`src/rtl/digitalclock_mode_ctrl.sv`:
```
// -----------------------------------------------------------------------------
// digitalclock_mode_ctrl
//
// Mode controller for a digital clock. Two raw push-buttons (mode, back) are
// debounced independently. A rising edge of a debounced level is a "press".
// Mode presses step through NUM_MODES modes (mode 0 = normal time display,
// all others are setting modes), back presses return to the display mode, and
// an idle timer drops a forgotten setting mode back to the display.
//
// Ports
//   clk           in   system clock, all state changes on the rising edge
//   rst           in   synchronous, active-high reset
//   mode          in   raw mode button, active-high, already synchronous
//   back          in   raw return-to-display button, active-high, synchronous
//   mode_idx      out  current mode (registered), MW bits
//   in_set        out  high whenever mode_idx != 0 (decoded from mode_idx)
//   mode_changed  out  one-cycle pulse in the first cycle mode_idx shows a
//                      new value (registered)
//   timeout_evt   out  one-cycle pulse in the first cycle after an idle
//                      timeout forced mode 0 (registered)
//
// Also contains digitalclock_debounce, the per-button debouncer.
// -----------------------------------------------------------------------------

// -----------------------------------------------------------------------------
// digitalclock_debounce
//
// Accepts a change of the raw level only after DEBOUNCE_CYCLES consecutive
// samples that differ from the current debounced level. A mismatch run that
// ends early restarts the count, so a glitch shorter than DEBOUNCE_CYCLES
// samples never reaches the debounced level.
//
// Ports
//   clk      in   system clock
//   rst      in   synchronous, active-high reset
//   raw_i    in   raw button level
//   press_o  out  high for one cycle when the debounced level rises
// -----------------------------------------------------------------------------
module digitalclock_debounce #(
   parameter int unsigned DEBOUNCE_CYCLES = 4
) (
   input  logic clk,
   input  logic rst,
   input  logic raw_i,
   output logic press_o
);

   // A 1-cycle debouncer still needs a 1-bit counter to stay legal.
   localparam int unsigned CW = (DEBOUNCE_CYCLES > 1) ? $clog2(DEBOUNCE_CYCLES) : 1;
   localparam logic [CW-1:0] CNT_LAST = CW'(DEBOUNCE_CYCLES - 1);

   logic          db_q, db_d;
   logic          db_prev_q;
   logic [CW-1:0] cnt_q, cnt_d;

   // NOTE: every always_comb output gets a default first, so no path can
   // leave it unassigned and infer a latch.
   always_comb begin
      db_d  = db_q;
      cnt_d = '0;
      if (raw_i != db_q) begin
         if (cnt_q == CNT_LAST) begin
            db_d  = raw_i;
            cnt_d = '0;
         end else begin
            cnt_d = cnt_q + CW'(1);
         end
      end
   end

   // NOTE: state registers use non-blocking assignments so every flop samples
   // the pre-edge values, independent of statement order.
   always_ff @(posedge clk) begin
      if (rst) begin
         db_q      <= 1'b0;
         db_prev_q <= 1'b0;
         cnt_q     <= '0;
      end else begin
         db_q      <= db_d;
         db_prev_q <= db_q;
         cnt_q     <= cnt_d;
      end
   end

   // The press is visible in the cycle after the debounced level rose; the
   // mode FSM consumes it on the following edge.
   assign press_o = db_q & ~db_prev_q;

endmodule : digitalclock_debounce


module digitalclock_mode_ctrl #(
   parameter int unsigned NUM_MODES       = 3,
   parameter int unsigned DEBOUNCE_CYCLES = 4,
   parameter int unsigned TIMEOUT_CYCLES  = 16,
   localparam int unsigned MW = ($clog2(NUM_MODES) > 1) ? $clog2(NUM_MODES) : 1
) (
   input  logic          clk,
   input  logic          rst,
   input  logic          mode,
   input  logic          back,
   output logic [MW-1:0] mode_idx,
   output logic          in_set,
   output logic          mode_changed,
   output logic          timeout_evt
);

   localparam int unsigned TW = ($clog2(TIMEOUT_CYCLES) > 1) ? $clog2(TIMEOUT_CYCLES) : 1;
   localparam logic [MW-1:0] MODE_LAST = MW'(NUM_MODES - 1);
   localparam logic [TW-1:0] TCNT_LAST = TW'(TIMEOUT_CYCLES - 1);

   // ---------------------------------------------------------------------
   // Button conditioning
   // ---------------------------------------------------------------------
   logic mode_press;
   logic back_press;

   digitalclock_debounce #(
      .DEBOUNCE_CYCLES (DEBOUNCE_CYCLES)
   ) u_db_mode (
      .clk     (clk),
      .rst     (rst),
      .raw_i   (mode),
      .press_o (mode_press)
   );

   digitalclock_debounce #(
      .DEBOUNCE_CYCLES (DEBOUNCE_CYCLES)
   ) u_db_back (
      .clk     (clk),
      .rst     (rst),
      .raw_i   (back),
      .press_o (back_press)
   );

   // ---------------------------------------------------------------------
   // Mode / idle-timer next state
   // ---------------------------------------------------------------------
   logic [MW-1:0] mode_idx_q, mode_idx_d;
   logic [TW-1:0] tcnt_q, tcnt_d;
   logic          mode_changed_q, mode_changed_d;
   logic          timeout_evt_q, timeout_evt_d;

   always_comb begin
      mode_idx_d    = mode_idx_q;
      tcnt_d        = tcnt_q;
      timeout_evt_d = 1'b0;

      // Priority: back press, then mode press, then timeout. Any press
      // restarts the idle timer, so a press on the expiry cycle beats it.
      if (back_press) begin
         mode_idx_d = '0;
         tcnt_d     = '0;
      end else if (mode_press) begin
         mode_idx_d = (mode_idx_q == MODE_LAST) ? '0 : mode_idx_q + MW'(1);
         tcnt_d     = '0;
      end else if (mode_idx_q == '0) begin
         tcnt_d = '0;
      end else if (tcnt_q == TCNT_LAST) begin
         mode_idx_d    = '0;
         tcnt_d        = '0;
         timeout_evt_d = 1'b1;
      end else begin
         tcnt_d = tcnt_q + TW'(1);
      end

      // Only a real value change is reported (back in mode 0 is silent).
      mode_changed_d = (mode_idx_d != mode_idx_q);
   end

   // NOTE: synchronous reset lives inside the clocked block; it is sampled
   // only on the rising edge, like any other data input.
   always_ff @(posedge clk) begin
      if (rst) begin
         mode_idx_q     <= '0;
         tcnt_q         <= '0;
         mode_changed_q <= 1'b0;
         timeout_evt_q  <= 1'b0;
      end else begin
         mode_idx_q     <= mode_idx_d;
         tcnt_q         <= tcnt_d;
         mode_changed_q <= mode_changed_d;
         timeout_evt_q  <= timeout_evt_d;
      end
   end

   // ---------------------------------------------------------------------
   // Outputs
   // ---------------------------------------------------------------------
   assign mode_idx     = mode_idx_q;
   assign in_set       = (mode_idx_q != '0);
   assign mode_changed = mode_changed_q;
   assign timeout_evt  = timeout_evt_q;

endmodule : digitalclock_mode_ctrl

```
`config.mk`:
```
export PLATFORM = sky130hd
export DESIGN_NAME = digitalclock_mode_ctrl
export DESIGN_NICKNAME = d
export VERILOG_FILES = /design/src/rtl/digitalclock_mode_ctrl.sv
export SDC_FILE = /design/constraint.sdc
export NUM_CORES = 1
export LEC_CHECK = 0
export CORE_MARGIN = 5
export CORE_UTILIZATION = 25
export CTS_CLUSTER_DIAMETER = 80
export DETAILED_ROUTE_END_ITERATION = 6
export HOLD_SLACK_MARGIN = 0.08
export PLACE_DENSITY_LB_ADDON = 0.15
export SLEW_MARGIN = 25
export SYNTH_ARGS = -nofsm -noshare
export SYNTH_HDL_FRONTEND = slang
export SYNTH_SLANG_ARGS = --single-unit
```
`constraint.sdc`:
```
create_clock -name clk -period 1.5 [get_ports clk]
set_input_delay 0.225 -clock clk [delete_from_list [all_inputs] [get_ports clk]]
set_output_delay 0.225 -clock clk [all_outputs]
set_load 0.02 [all_outputs]
```
== Word-level counts from Yosys, hierarchy flattened ==
Index checks and enable logic that the tools add are counted.

* $add $sub $neg: 4
* Multipliers: 0
* Divide/modulo/power cells: 0
* Magnitude comparators: 0
* Equality and inequality tests: 7
* Shift-type cells: 0
* Mux-type cells: 6
* Bitwise gates (word level): 6
* Reduce and logical (&&, ||, !) cells: 8

{| class="wikitable"
|+ Operators with widths
! operator !! count
|-
| $mux 2 || 5
|-
| $add 2x1->2 const B || 3
|-
| $eq 2x2->1 const B || 3
|-
| $reduce_or 3->1 || 2
|-
| $reduce_or 5->1 || 1
|-
| $add 4x1->4 const B || 1
|-
| $eq 4x4->1 const B || 1
|-
| $not 1->1 || 4
|-
| $reduce_and 2->1 || 2
|-
| $reduce_or 4->1 || 1
|-
| $and 1x1->1 || 2
|-
| $logic_not 2->1 || 1
|-
| $ne 1x1->1 || 2
|-
| $ne 2x2->1 || 1
|-
| $reduce_bool 2->1 || 1
|-
| $mux 1 || 1
|}

* Register bits after elaboration: 16
* Bits in latches: 0
* RAM bits: 0
* Memory bits (read-only): 0
* Logic and storage cells: 41
* Memories kept: 0

== Logic depth before layout (Yosys ltp) ==
Gate-level depths: netlist of the first run.

* Depth after elaboration: 6
* Depth in mapped cells: 4

== Hierarchy ==
Synthesis of the first run repeated with hierarchy kept, for this count alone.

* Cell total of the unflattened synthesis: 57
* Area, all modules: 625.6 um^2

{| class="wikitable"
|+ By module, submodules not included
! module !! instances !! cells an instance !! area each (um^2) !! seq. area each (um^2)
|-
| digitalclock_mode_ctrl || 1 || 33 || 327.8 || 160.2
|-
| digitalclock_debounce || 2 || 12 || 148.9 || 80.1
|}

== Worst setup path before layout of the first run ==
OpenSTA, ideal clock, no wires.

* Path type: flip-flop to flip-flop
* Start: reg mode_idx_q[0] (netlist: mode_idx[0])
* End: reg tcnt_q[1]
* Setup time: 0.073 ns
* Arrival: 1.273 ns
* Data required time: 1.427 ns
* Setup slack: 0.155 ns
* Cell stages (with the launch flop): 4
* Buffers on the path: 0
* Period minus slack after synthesis: 1.345 ns
* Path through: dfxtp_1 -> nor2_1 -> or4_4 -> nor3b_2

* Cells in the longest elaborated chain, start to end: 2

{| class="wikitable"
|+ RTL lines
! item !! RTL line !! RTL
|-
| start, declared || 139 || <nowiki>logic [MW-1:0] mode_idx_q, mode_idx_d;</nowiki>
|-
| start signal, assigned || 180 || <nowiki>mode_idx_q <= mode_idx_d;</nowiki>
|-
| $logic_not 2->1 || 157 || <nowiki>end else if (mode_idx_q == '0) begin</nowiki>
|-
| $reduce_or 5->1 (no line) || -- ||
|-
| end signal, assigned || 181 || <nowiki>tcnt_q <= tcnt_d;</nowiki>
|-
| end, declared || 140 || <nowiki>logic [TW-1:0] tcnt_q, tcnt_d;</nowiki>
|}

Every way passes these cells.
A chain may end at the register's enable or synchronous reset.

== Worst setup path in the final report of the first run ==
* Start: reg timeout_evt_q (netlist: timeout_evt)
* End: out timeout_evt

{| class="wikitable"
|+ RTL lines
! item !! RTL line !! RTL
|-
| start, declared || 142 || <nowiki>logic timeout_evt_q, timeout_evt_d;</nowiki>
|-
| start signal, assigned || 183 || <nowiki>timeout_evt_q <= timeout_evt_d;</nowiki>
|-
| end, declared || 105 || <nowiki>output logic timeout_evt</nowiki>
|}

No word-level cell between the ends.

==> results of run 1 <==
==> synth_stat cells, drive strengths merged <==
library cell | number | area share
nor2 | 9 | 0.053
or3 | 2 | 0.020
o22ai | 1 | 0.0098
dfxtp | 16 | 0.50
inv | 4 | 0.023
nand4b | 1 | 0.014
nor3b | 1 | 0.020
nand2 | 1 | 0.0059
ha | 3 | 0.059
nand2b | 2 | 0.020
xnor2 | 3 | 0.041
nor3 | 2 | 0.023
nand3 | 2 | 0.016
a21oi | 3 | 0.023
nor4bb | 1 | 0.016
a211oi | 1 | 0.012
mux2i | 2 | 0.031
nor2b | 4 | 0.051
and3 | 1 | 0.0098
o21ai | 1 | 0.0078
a31oi | 1 | 0.0098
buf | 1 | 0.018
or4 | 1 | 0.018
==> cells in the final DEF, fill, tap and decap left out, drive strengths merged, types with 2 or more instances in the layout <==
| master | instances |
|---|---|
| dfxtp | 16 |
| nand3 | 2 |
| nor3 | 2 |
| nor2b | 4 |
| nand2b | 2 |
| xnor2 | 3 |
| clkdlybuf4s50 | 5 |
| inv | 4 |
| nor2 | 9 |
| or3 | 2 |
| a21oi | 3 |
| dlygate4sd2 | 3 |
| mux2i | 2 |
| clkbuf | 3 |
| ha | 3 |
==> per-layer routing <==
layer  track usage  up-vias  part of all wire
met2        0.0947        7              0.39
met4        0.0557        0             0.017
met5             0        -                 0
met1        0.0940      188              0.55
li1              -      238                 -
met3        0.0191        2             0.040
==> layout make-up <==
class,instances,area share
repair buffers,9,0.108
clock buffers,3,0.0291
multi-input cells,42,0.381
flip-flops and latches,16,0.414
well taps,30,0.0485
inverters,4,0.0194
==> per-stage QoR <==
| stage | instances | area, µm² | utilization | hold slack [ns] | total power [mW] |
|---|---|---|---|---|---|
| finish | 104 | 774 | 0.315 | 0.423 | 0.678 |
| detailed placement | 101 | 753 | 0.307 | 0.412 | 0.478 |
| CTS | 104 | 772 | 0.314 | 0.432 | 0.695 |
| global route | 104 | 774 | 0.315 | 0.466 | 0.729 |
| global placement | 101 | 753 | 0.307 | 0.405 | 0.476 |
| floorplan | 63 | 639 | - | 0.372 | 0.464 |
==> state kept, by name, indices dropped and copies added, names as in the netlist <==
signal / count
mode_changed: 1
mode_idx: 2
tcnt_q: 4
timeout_evt: 1
u_db_back.cnt_q: 2
u_db_back.db_prev_q: 1
u_db_back.db_q: 1
u_db_mode.cnt_q: 2
u_db_mode.db_prev_q: 1
u_db_mode.db_q: 1
==> logic make-up after synthesis <==
kind of cell | count (synthesis) | synth area share
AND/OR/NAND/NOR | 27 | 0.264
multiplexers | 2 | 0.0313
AO/OA/AOI/OAI | 7 | 0.0626
flip-flops | 16 | 0.501
buffers and inverters | 5 | 0.0411
adder cells (fa/ha/maj) | 3 | 0.0587
XOR/XNOR | 3 | 0.0411
==> worst max-delay path by stage <==
stage | to | slack (ns) | cells after the start
2_1_floorplan | tcnt_q[1]$_SDFF_PP0_ | 0.15 | 3
3_3_place_gp | tcnt_q[1]$_SDFF_PP0_ | 0.04 | 3
3_5_place_dp | tcnt_q[1]$_SDFF_PP0_ | 0.04 | 3
4_1_cts | in_set | 0.07 | 3
5_1_grt | in_set | 0.03 | 3
6_report | timeout_evt | 0.1 | 1
==> report_power, final <==
part | total, mW | leakage [nW] | internal [mW] | switching [mW]
logic | 0.0320 | 0.159 | 0.0180 | 0.0139
registers | 0.435 | 0.129 | 0.431 | 0.00351
clock network | 0.211 | 0.0138 | 0.0929 | 0.118
total | 0.678 | 0.302 | 0.542 | 0.136
==> metrics.txt, run 1 <==
pre-CTS WS between 0.03 and 0.04 ns; area delta synth->final 21.1%; reg2reg end tcnt_q[1]$_SDFF_PP0_; fillcell total roughly 250; DIE AREA around 3700 µm²; slowest CP cell clkdlybuf4s50_1; DR iter-0 viols 5; Syn Area/Cell 10.1 µm²; fin crit period ~1.4 ns; worst path cell trace clkdlybuf4s50_1; CTS sink count 16; cts hold-fix bufs 0; signal arrival time at the worst endpoint 1.18 ns; worst path bufs/invs 1; Worst R2R Path Depth 3; post-synth cell types 25; peak supply drop about 0.37 mV; PnR worst setup slack 0.0993 ns; GPL Wtd Cong about 0.73; final setup vio count 0; Syn Nets 70; mapped cell area about 640 µm²; Hold Startpoint u_db_mode.cnt_q[0]$_SDFF_PP0_; Pre-antenna DRT Iters 2; Max FO, Critical Path 1; final period utilization 0.934; Worst EP required 1.27 ns; Worst Hold Endpoint u_db_mode.cnt_q[0]$_SDFF_PP0_; flops & latches, synth 16; clk_lat worst skew roughly 0.27 ns; CORE AREA 2450 µm²; fmax about 0.7 GHz; Row Count 18; Vias per Instance ~4.2; Port Buf Inserts 8; Setup CP Type register to output port; CTS H-tree lvls 1; GR Util All Layers 0.0706; Crit path max-delay family buffers and inverters; WL per Instance 9.99 µm; outcome complete, no violations; Multi-input gate area ~300 µm²; P per Cell Area 875 nW/µm²; Worst-Margin Slew between 0.2 and 0.25 ns; Clock Skew roughly 0.0018 ns; Worst Setup Start Kind register; Hold Path Depth 1; final hold viol count 0; post-cts sizing count 3; largest net degree at the start of global routing 10; clk slew on worst S/H paths about 0.08 ns; Final #Nets 83; GRT overflow 0; HPWL after detailed placement just under 800 µm; post-route setup TNS 0 ns; first-pass GRT wire length between 1500 and 2000 µm; yosys warns 0; IO Count 9; Leakage 0.302 nW; Num CTS Buffers 3; number of global-route vias before repair ~460; sequential fraction of the synthesis area 0.501; Mapped Cells between 60 and 70; Die X 60.6 µm; r2r setup slk between 0.2 and 0.25 ns; Routed Antenna Nets 0; DRC viols 0; die height slightly above 60 µm; Register Area between 300 and 400 µm²; final wirelength around 1000 µm; Post-CTS Setup Bufs 0; max cap viols 0; Clock Root Buffer clkbuf_4; total number of vias roughly 440; Max transition margin 0.837; antenna violations before repair 0; Longest Clk Path Bufs 2; Worst Hold Class register to register; Initial Utilization 0.260; share of layout cells above drive strength 1 0.122; critical register-to-register path startpoint mode_idx[1]$_SDFF_PP0_; CP endpoint kind output port; CTS tree done; CP max stage delay 0.59 ns; RSZ-0062 raised after global routing false; Diodes inserted 0; Max Transition Viols Final 0; Worst Setup SP timeout_evt$_SDFF_PP0_
Power figures use the tool's default switching activity.
==> inputs of run 2 (changes only) <==
- CORE_MARGIN: 5 -> 3
==> metrics.txt, run 2 (synthesized netlist as in run 1, its figures left out) <==
DIE AREA 3200 µm² (-13%); CTS tree done; Initial Utilization 0.276 (+0.0153); first-pass GRT wire length 1830 µm (-2.9%); peak supply drop 0.576 mV (+56%); HPWL after detailed placement 828 µm (+6.3%); final wirelength 1050 µm (+0.87%); Leakage 0.314 nW (+3.9%); Worst Setup Start Kind register; Clock Skew 0.00177 ns (-0.0000527 ns); DR iter-0 viols 12 (+7); CTS sink count 16 (unchanged); area delta synth->final 23.7%; IO Count 9 (unchanged); final period utilization 0.957 (+0.0233); signal arrival time at the worst endpoint 1.21 ns (+0.03 ns); Worst Hold Slack 0.425 ns (+0.00180 ns); Die X 56.6 µm (-6.6%); Worst Hold Endpoint u_db_mode.cnt_q[0]$_SDFF_PP0_; max reg flops 4 (unchanged); GPL Wtd Cong 0.728 (about the same); post-route setup TNS 0 ns (unchanged); Port Buf Inserts 8 (unchanged); antenna violations before repair 0 (unchanged); Final #Nets 84 (+1.2%); largest net degree at the start of global routing 10 (unchanged); fin crit period 1.44 ns (+0.0350 ns); outcome complete, no violations; DRC viols 0 (unchanged); die height 56.6 µm (-6.6%); total number of vias 451 (+3.7%); WL per Instance 10.1 µm (+0.87%); Worst Hold Class register to register; commonest non-fill, non-tap cell in the layout dfxtp_1; fmax 0.697 GHz (-2.4%); Setup CP Type register to output port; Hold Path Depth 1 (unchanged); final hold viol count 0 (unchanged); Longest Clk Path Bufs 2 (unchanged); CORE AREA 2320 µm² (-5.6%); Diodes inserted 0 (unchanged); Vias per Instance 4.34 (+3.7%); Max Transition Viols Final 0 (unchanged); clk_lat worst skew 0.28 ns (about the same); number of global-route vias before repair 429 (-7.5%); Max FO, Critical Path 5 (+4); Worst EP required 1.27 ns (about the same); Max transition margin 0.837 (about the same); Hold Startpoint u_db_mode.cnt_q[0]$_SDFF_PP0_; Pre-antenna DRT Iters 4 (+2); CTS H-tree lvls 1 (unchanged); P per Cell Area 942 nW/µm² (+7.6%); clk slew on worst S/H paths 0.09 ns (about the same); CP max stage delay 0.36 ns (-0.23 ns); Num CTS Buffers 3 (unchanged); r2r setup slk 0.22 ns (about the same); Worst-Margin Slew 0.241 ns (+0.000460 ns); GR Util All Layers 0.0762 (+0.00564); final core occ 0.341 (+0.0256); RSZ-0062 raised after global routing false; share of layout cells above drive strength 1 0.132 (+0.00996); critical register-to-register path startpoint mode_idx[1]$_SDFF_PP0_; final setup vio count 0 (unchanged); Clock Root Buffer clkbuf_4; max cap viols 0 (unchanged); slowest CP cell dfxtp_1; Worst R2R Path Depth 3 (unchanged); Routed Antenna Nets 0 (unchanged); cts hold-fix bufs 0 (unchanged); CP endpoint kind output port; reg2reg end tcnt_q[1]$_SDFF_PP0_; largest register by flop count tcnt_q; GRT overflow 0 (unchanged); worst path cell trace nor2_1 > inv_1 > dlygate4sd2_1; most frequent cells in the layout dfxtp_1, nor2_1, clkdlybuf4s50_1; Row Count 17 (-1)
[run 2: layout make-up]
| cell class | instances | area (µm²) |
|---|---|---|
| clock buffer | 4 | 36.3 |
| tap | 28 | 35.0 |
| inverter | 4 | 15.0 |
| sequential | 16 | 320 |
| fill | 245 | 1530 |
| multi-input combinational | 42 | 293 |
| timing repair buffer | 10 | 91.3 |
[run 2: layer usage]
layer	track usage	wire (µm)	up-vias
met5	0	0	-
met4	0.0610	19	0
met3	0.0299	52	2
met2	0.102	446	9
met1	0.0944	530	200
li1	-	-	240
[run 2: worst max-delay path: cells and delay by family (launching register included)]
| family | cells | cell delay (ns) |
|---|---|---|
| buffers and inverters | 2 | 0.38 |
| AND/OR/NAND/NOR | 1 | 0.20 |
| flip-flops | 1 | 0.36 |
[run 2: through the flow]
step	worst slack, ns	instances	total power [mW]	instance area (µm²)
after floorplan	0.155	63	0.464	639
after global placement	0.0313	100	0.477	758
after detailed placement	0.0153	100	0.478	758
after CTS	0.0418	104	0.760	791
after global routing	0.00969	104	0.782	791
final	0.0643	104	0.745	791
[run 2: what timing repair did]
| action | 4_1_cts | 5_1_grt |
|---|---|---|
| gates resized for setup | 3 | 0 |
| endpoints found under the setup margin | 3 | 0 |
| buffers inserted | 0 | 0 |
[run 2: power by group]
group	internal, mW	switching (mW)	leakage [nW]
combinational	0.0183	0.0143	0.163
sequential	0.431	0.00338	0.129
clock	0.147	0.130	0.0210
[run 2: worst max-delay path by stage]
stage	cells after the start	to	start
floorplan	3	tcnt_q[1]$_SDFF_PP0_	mode_idx[0]$_SDFF_PP0_
global placement	3	tcnt_q[1]$_SDFF_PP0_	rst
detailed placement	3	tcnt_q[1]$_SDFF_PP0_	rst
CTS	3	in_set	mode_idx[1]$_SDFF_PP0_
global route	3	in_set	mode_idx[1]$_SDFF_PP0_
finish	3	in_set	mode_idx[1]$_SDFF_PP0_
==> inputs of run 3 (changes only) <==
- GPL_ROUTABILITY_DRIVEN: unset -> 0
==> results of run 3 <==
The final DEF is identical to that of run 2; final timing and power are the same.
